File: src/rtl/snoop_bus_mem.sv
// Shared-bus controller and 8-word backing memory for a three-CPU MESI snooping system.
// Round-robin grant, fixed-length transaction window, registered bus word and enables.
module snoop_bus_mem #(
    parameter int ISSUE_CYCLES = 7,
    parameter int SNOOP_CYCLES = 4
) (
    input  logic        clock,
    input  logic        clear,
    input  logic [2:0]  req,
    input  logic [8:0]  req_tag,
    input  logic [29:0] cpu_bus_out,
    input  logic [2:0]  cpu_shared_out,
    output logic [9:0]  bus_in,
    output logic [2:0]  habilita,
    output logic [2:0]  controleP,
    output logic [2:0]  shared_in,
    output logic [2:0]  ack,
    output logic        busy
);

    typedef enum logic {IDLE, WINDOW} state_t;

    localparam logic [2:0] LAST_CNT = 3'(ISSUE_CYCLES - 1);
    localparam logic [2:0] RESP_CNT = 3'(SNOOP_CYCLES);

    state_t           state_q, state_d;
    logic [2:0]       cnt_q, cnt_d;
    logic [1:0]       g_q, g_d;
    logic [1:0]       last_q, last_d;
    logic [2:0]       tag_q, tag_d;
    logic [9:0]       bus_in_q, bus_in_d;
    logic [2:0]       habilita_q, habilita_d;
    logic [2:0]       controleP_q, controleP_d;
    logic [7:0][2:0]  mem_q, mem_d;

    logic [2:0]       tag_w [3];
    logic [9:0]       word_w [3];
    logic [1:0]       pick;
    logic             pick_found;
    logic [1:0]       cand;
    logic [9:0]       issuer_w;
    logic             s_found;
    logic [2:0]       s_data;
    logic [2:0]       g_onehot;

    assign tag_w[0]  = req_tag[2:0];
    assign tag_w[1]  = req_tag[5:3];
    assign tag_w[2]  = req_tag[8:6];
    assign word_w[0] = cpu_bus_out[9:0];
    assign word_w[1] = cpu_bus_out[19:10];
    assign word_w[2] = cpu_bus_out[29:20];

    assign g_onehot = 3'b001 << g_q;
    assign issuer_w = word_w[g_q];

    // Round-robin: scan last+1, last+2, last+3 (mod 3) for the first requester.
    always_comb begin
        pick       = 2'd0;
        pick_found = 1'b0;
        cand       = last_q;
        for (int k = 0; k < 3; k++) begin
            cand = (cand == 2'd2) ? 2'd0 : cand + 2'd1;
            if (!pick_found && req[cand]) begin
                pick_found = 1'b1;
                pick       = cand;
            end
        end
    end

    // Lowest-index snooper offering a write-back supplies the data.
    always_comb begin
        s_found = 1'b0;
        s_data  = 3'd0;
        for (logic [1:0] i = 2'd0; i < 2'd3; i++) begin
            if (i != g_q && !s_found && word_w[i][7:6] == 2'b10) begin
                s_found = 1'b1;
                s_data  = word_w[i][2:0];
            end
        end
    end

    always_comb begin
        state_d  = state_q;
        cnt_d    = cnt_q;
        g_d      = g_q;
        last_d   = last_q;
        tag_d    = tag_q;
        bus_in_d = bus_in_q;
        mem_d    = mem_q;
        case (state_q)
            IDLE: begin
                if (pick_found) begin
                    state_d  = WINDOW;
                    cnt_d    = 3'd0;
                    g_d      = pick;
                    tag_d    = tag_w[pick];
                    bus_in_d = {4'b0000, tag_w[pick], 3'b000};
                end
            end
            WINDOW: begin
                if (cnt_q == LAST_CNT) begin
                    state_d  = IDLE;
                    last_d   = g_q;
                    bus_in_d = 10'd0;
                end else begin
                    cnt_d = cnt_q + 3'd1;
                    if (cnt_q == RESP_CNT) begin
                        // Snooper write happens after the issuer eviction so it wins on a tag clash.
                        if (issuer_w[7:6] == 2'b10) mem_d[issuer_w[5:3]] = issuer_w[2:0];
                        if (s_found) mem_d[tag_q] = s_data;
                        if (issuer_w[9:8] == 2'b01)
                            bus_in_d = {4'b0001, tag_q, s_found ? s_data : mem_q[tag_q]};
                        else
                            bus_in_d = issuer_w;
                    end
                end
            end
            default: state_d = IDLE;
        endcase
    end

    always_comb begin
        habilita_d  = 3'b000;
        controleP_d = 3'b000;
        if (state_d == WINDOW) begin
            controleP_d = 3'b001 << g_d;
            habilita_d  = (cnt_d < RESP_CNT ? 3'b111 : 3'b000) | (3'b001 << g_d);
        end
    end

    always_ff @(posedge clock or negedge clear) begin
        if (!clear) begin
            state_q     <= IDLE;
            cnt_q       <= 3'd0;
            g_q         <= 2'd0;
            last_q      <= 2'd2;
            tag_q       <= 3'd0;
            bus_in_q    <= 10'd0;
            habilita_q  <= 3'b000;
            controleP_q <= 3'b000;
            for (int a = 0; a < 8; a++) mem_q[a] <= 3'(a);
        end else begin
            state_q     <= state_d;
            cnt_q       <= cnt_d;
            g_q         <= g_d;
            last_q      <= last_d;
            tag_q       <= tag_d;
            bus_in_q    <= bus_in_d;
            habilita_q  <= habilita_d;
            controleP_q <= controleP_d;
            mem_q       <= mem_d;
        end
    end

    assign bus_in    = bus_in_q;
    assign habilita  = habilita_q;
    assign controleP = controleP_q;
    assign busy      = (state_q == WINDOW);
    assign ack       = (state_q == WINDOW && cnt_q == LAST_CNT) ? g_onehot : 3'b000;
    assign shared_in = (state_q == WINDOW && (cpu_shared_out & ~g_onehot) != 3'b000)
                       ? g_onehot : 3'b000;

endmodule

File: config.mk
export PLATFORM = sky130hd
export DESIGN_NAME = snoop_bus_mem
export DESIGN_NICKNAME = d
export VERILOG_FILES = /design/src/rtl/snoop_bus_mem.sv
export SDC_FILE = /design/constraint.sdc
export NUM_CORES = 1
export LEC_CHECK = 0
export BUFFER_PORTS_ARGS = -buffer_cell sky130_fd_sc_hd__buf_2
export CAP_MARGIN = 15
export CORE_MARGIN = 2
export CORE_UTILIZATION = 56
export DETAILED_ROUTE_END_ITERATION = 6
export MAX_ROUTING_LAYER = met4
export PLACE_DENSITY = 0.81
export REMOVE_ABC_BUFFERS = 1
export SETUP_SLACK_MARGIN = 0.15
export SLEW_MARGIN = 0
export SYNTH_ARGS = -nofsm -noshare
export SYNTH_HDL_FRONTEND = slang
export SYNTH_SLANG_ARGS = --single-unit
File: constraint.sdc
create_clock -name clock -period 3.1 [get_ports clock]
set_clock_uncertainty 0.15 [all_clocks]
set_input_delay 0.62 -clock clock [delete_from_list [all_inputs] [get_ports clock]]
set_output_delay 0.62 -clock clock [all_outputs]
set_load 0.03 [all_outputs]
# [Word-level counts from Yosys, hierarchy flattened]
# Cells that the tools add are included.
[op_classes] add_sub_neg=4 n_lt_le_gt_ge=10 eq_ne=14 shift=2 muxes=59 n_bitwise=7 reduce_logical=21
[ops] cell="$mux W24" count=5
[ops] cell="$mux W10" count=6
[ops] cell="$bwmux W24" count=2
[ops] cell="$mux W3" count=16
[ops] cell="$bmux W10 S2" count=1
[ops] cell="$pmux W10 S2" count=1
[ops] cell="$demux W3 S3" count=2
[ops] cell="$mux W2" count=8
[ops] cell="$eq A2 B2 Y1 const B" count=7
[ops] cell="$logic_and A1 B1 Y1" count=11
[ops] cell="$mux W1" count=11
[ops] cell="$bmux W3 S3" count=1
[ops] cell="$lt A2 B3 Y1 const B" count=3
[ops] cell="$lt A3 B4 Y1 const B" count=2
[ops] cell="$add A2 B1 Y2 const B" count=3
[ops] cell="$bmux W1 S2" count=3
[ops] cell="$bmux W3 S2" count=1
[ops] cell="$eq A3 B3 Y1 const B" count=2
[ops] cell="$ge A3 B1 Y1 const B" count=2
[ops] cell="$ge A3 B3 Y1 const B" count=2
[ops] cell="$not A2 Y3" count=2
[ops] cell="$pmux W3 S2" count=1
[ops] cell="$reduce_and A2 Y1" count=3
[ops] cell="$shl A1 B2 Y3 const A" count=2
[ops] cell="16 further kinds" count=20
[totals] register_bits=51 inputBits=47 wordCells=133

# [Logic depth before layout (Yosys ltp)]
[logic_depth] depth_word=17 mapped_depth=7 mapped_depth_nobuf=5

# [Worst setup path before layout]
# Ideal clock, no wire load.
[synth_path] path_kind="register -> output" start="reg state_q, in the netlist busy" end="out shared_in[0]" arrival_time_ps=1891 t_required_ps=2330 setup_slack_ps=439 stages_incl_launch_ff=3 path_buffers=1 path_cell_list="dfrtp_1 clkbuf_1 nor4b_1"
[synth_between] elab_chain_cells=2
[synth_rtl] item="from (decl)" line="26" rtl="state_t state_q, state_d;"
[synth_rtl] item="from (signal assigned)" line="143" rtl="state_q <= state_d;"
[synth_rtl] item="$logic_and A1 B1 Y1" line="160" rtl="assign shared_in = (state_q == WINDOW && (cpu_shared_out & ~g_onehot) != 3'b000)"
[synth_rtl] item="$mux W3" line="161" rtl="? g_onehot : 3'b000;"
[synth_rtl] item="to (decl)" line="16" rtl="output logic [2:0] shared_in,"
# No other way between the ends.

# [Worst setup path after layout]
[layout_path] start="reg g_q[1]" end="reg mem_q[21] (netlist name)"
[layout_between] elab_chain_cells=15
[layout_rtl] item="from (decl)" line="28" rtl="logic [1:0] g_q, g_d;"
[layout_rtl] item="from (signal assigned)" line="145" rtl="g_q <= g_d;"
[layout_rtl] item="$not A2 Y3 (not written as such)" line="54" rtl="assign issuer_w = word_w[g_q];"
[layout_rtl] item="$bmux W10 S2" line="54"
[layout_rtl] item="$mux W10 (not written as such) (2 in series)" line="54"
[layout_rtl] item="$lt A3 B4 Y1 (not written as such) or $ge A3 B1 Y1 (tied branches)" line="109" rtl="if (issuer_w[7:6] == 2'b10) mem_d[issuer_w[5:3]] = issuer_w[2:0];"
[layout_rtl] item="$logic_and A1 B1 Y1 (not written as such)" line="109"
[layout_rtl] item="$mux W3 (not written as such)" line="109"
[layout_rtl] item="$demux W3 S3" line="109"
[layout_rtl] item="$bwmux W24" line="109"
[layout_rtl] item="$mux W24" line="109"
[layout_rtl] item="$mux W24" line="107" rtl="if (cnt_q == RESP_CNT) begin"
[layout_rtl] item="$mux W24" line="101" rtl="if (cnt_q == LAST_CNT) begin"
[layout_rtl] item="$mux W24" line="90" rtl="case (state_q)"
[layout_rtl] item="$bwmux W24" line="110" rtl="if (s_found) mem_d[tag_q] = s_data;"
[layout_rtl] item="$mux W24 *" line="110"
[layout_rtl] item="to (signal assigned)" line="151" rtl="mem_q <= mem_d;"
[layout_rtl] item="to (decl)" line="34" rtl="logic [7:0][2:0] mem_q, mem_d;"
# Mark *: on every way between the ends. The rest lies on a longest branch, timed or not. The select of a mux whose other input is x is not followed.
# A chain may end at the register's enable or synchronous reset.

==> reports/qor.csv <==
metric,value,unit
layout cell share with drive strength beyond 1,29.2,%
Die X,82.6,um
Ports,70,
max incr delay on CP,630,ps
"Net count, final",471,
switching pwr,1920,uW
worst r2r dst,mem_q[21],
kind of end point of the critical path,flip-flop,
Yosys Warn Count,0,
Initial Util,58.1,%
hold_buf cts,0,
Post-route DRC,0,
leading area contributor after synthesis,dfrtp_1,
pre-CTS WS,455,ps
startpoint types,flip-flop,
max-capacitance violation count,0,
clk_lat worst skew,320,ps
combinational share of power,54.8,%
initial antenna violation count,0,
Setup Viol. Count Final,0,
clock power share,10.2,%
most common cell in the synthesized netlist,dfrtp_1,
WL final,10.6,mm
GPL Wtd Cong,0.951,
f_max,0.372,GHz
"Req. time, crit path",3210,ps
number of global-route vias before repair,3363,
Die Area,6820,um^2
critical path class,reg -> reg,
first-pass GRT wire length,16.8,mm
final worst slack,410,ps
clock buffer count from CTS,5,
synth cell count leaders,"38 x dfrtp_1, 28 x o211ai_1, 24 x nor3_1",
Tcrit/Tclk final,86.8,%
top cell type's share of synthesized area,27.5,%
via count,3540,
internal power,1960,uW
Final min period,2690,ps
first-pass detailed-route iteration total,7,
synthesis-stage register bit count,51,
H-tree Lvls,2,
grt total ovfl,0,
"Top FF cell, synth",dfrtp_1,
crit path from,g_q[1],
Worst Hold Class,in -> async,
ANT cells,0,
Clock Path Buffers,2,
"Slew Viols, Final",0,
"Distinct cells, synth",59,
Worst path top cell family by delay,simple AND/OR/NAND/NOR gates,
Cells after Synth,358,
Syn-to-layout area delta,15.2,%
largest cells by area after synthesis,"dfrtp_1 27%, dfstp_2 9.9%, o211ai_1 6.1%",
post-CTS sizing,0,
pwr dens,973,nW/um^2
die height,82.6,um
Setup TNS,0,ps
CP Depth,5,
sequential-to-total area share from yosys stat,37.4,%
clock-pin transition on the worst setup and hold timing paths,110,ps
Critical path buffers and inverters,0,
Leakage,0.00165,uW
Iteration-0 DRC Markers,446,
Final HPWL DP,7.99,mm
Critical Path AT,2800,ps
fraction of registers with async set/reset,100,%
Root Driver,clkbuf_8,
slew margin rel.,50.6,%
CP Cell Sequence,"and2b_1, a2bb2oi_1, nor4_2, a21oi_2, a221o_1",
FF-to-FF path depth,5,
Fin. Hold Viols,0,
Setup Buffers After CTS,0,
"EDFF count, synth",0,
sw frac,49.4,%
worst r2r src,g_q[1],
pin count of the biggest net entering global routing,32,
sequential power share,35.1,%
minimum setup slack among reg-to-reg paths,410,ps
CTS Sinks,51,
CTS tree,built,
# port buffers,69,
CORE AREA,5960,um^2
VDD IR-drop max,605,uV
DR WL/cell,21.2,um
num rows,28,
outcome,"complete, no violations",
Slew @ Worst Pin,740,ps
"Slowest-stage cell, CP",nor4_2,
GRT Total Usage,33.5,%
Critical Path Fanout Max,15,
unrepaired setup endpoints after global routing,false,
average cell area after synthesis,9.66,um^2
mapped cell area,3460,um^2
post-route ant nets,0,
DR vias/cell,7.08,
## per-layer routing
metal	share of wire, %	vias to the layer above	GRT usage, %
met2	48	234	54.0
met1	38	1686	40.9
met3	11	44	8.26
met4	3.2	0	12.6
met5	0	-	-
li1	-	1576	-
## flip-flops by register name, indices dropped and copies added (netlist names)
signal	count
habilita	3
busy	1
bus_in	10
controleP	3
cnt_q	3
mem_q	24
g_q	2
tag_q	3
last_q	2
## worst max path at each step
stage	endpoint	slack, ps
final	mem_q[21]	410
after global routing	mem_q[15]	260
after CTS	mem_q[12]	450
after detailed placement	mem_q[9]	460
after global placement	mem_q[21]	490
after floorplan	mem_q[12]	230
## metrics by stage
step | power [uW] | std cells | util [%] | area (um^2) | hold WS [ps]
after floorplan | 2730 | 336 | - | 3370 | 174
after global placement | 3360 | 492 | 65.4 | 3900 | 321
after detailed placement | 3440 | 492 | 65.4 | 3900 | 326
after CTS | 3830 | 500 | 66.9 | 3980 | 221
after global routing | 4100 | 500 | 66.9 | 3980 | 247
final | 3880 | 500 | 66.9 | 3980 | 192
## power groups by stage
stage,sequential (uW),combinational (uW),clock (uW)
6_report,1360,2120,394
5_1_grt,1390,2290,416
4_1_cts,1350,2080,393
3_5_place_dp,1360,2070,0
3_3_place_gp,1340,2020,0
2_1_floorplan,1480,1250,0
## cell usage in the layout (no fill, tap or decap), types with 7 or more instances in the layout
master,synthesis,final
nand2_1,14,14
dfstp_2,13,13
mux2i_1,10,10
buf_2,4,69
nand3_1,17,17
buf_4,1,12
o211ai_1,28,28
a21oi_1,12,12
o21ai_0,15,15
a221o_1,10,10
inv_1,8,8
nor2_1,20,20
a211o_1,8,8
nand3b_1,7,7
nor3_1,24,24
dfrtp_1,38,38
## final cells by class
cell class | instances | area, um^2
Multi-Input combinational cell | 277 | 2040
Sequential cell | 51 | 1290
Fill cell | 480 | 1970
Timing Repair Buffer | 81 | 435
Clock buffer | 5 | 68.8
Clock inverter | 3 | 18.8
Tap cell | 75 | 93.8
Inverter | 8 | 30.0
## cells by family (layout without fill, tap and decap cells)
logic type                after synthesis  in the layout  synth area share, %
AOI/OAI and AO/OA                     139            139                 31.9
xor gates and xnor gates                1              1                0.253
muxes                                  20             20                 8.10
and+or+nand+nor                       117            117                 18.8
DFF                                    51             51                 37.4
buffers and inverters                  30             97                 3.51
(Power assumes the default switching activity.)
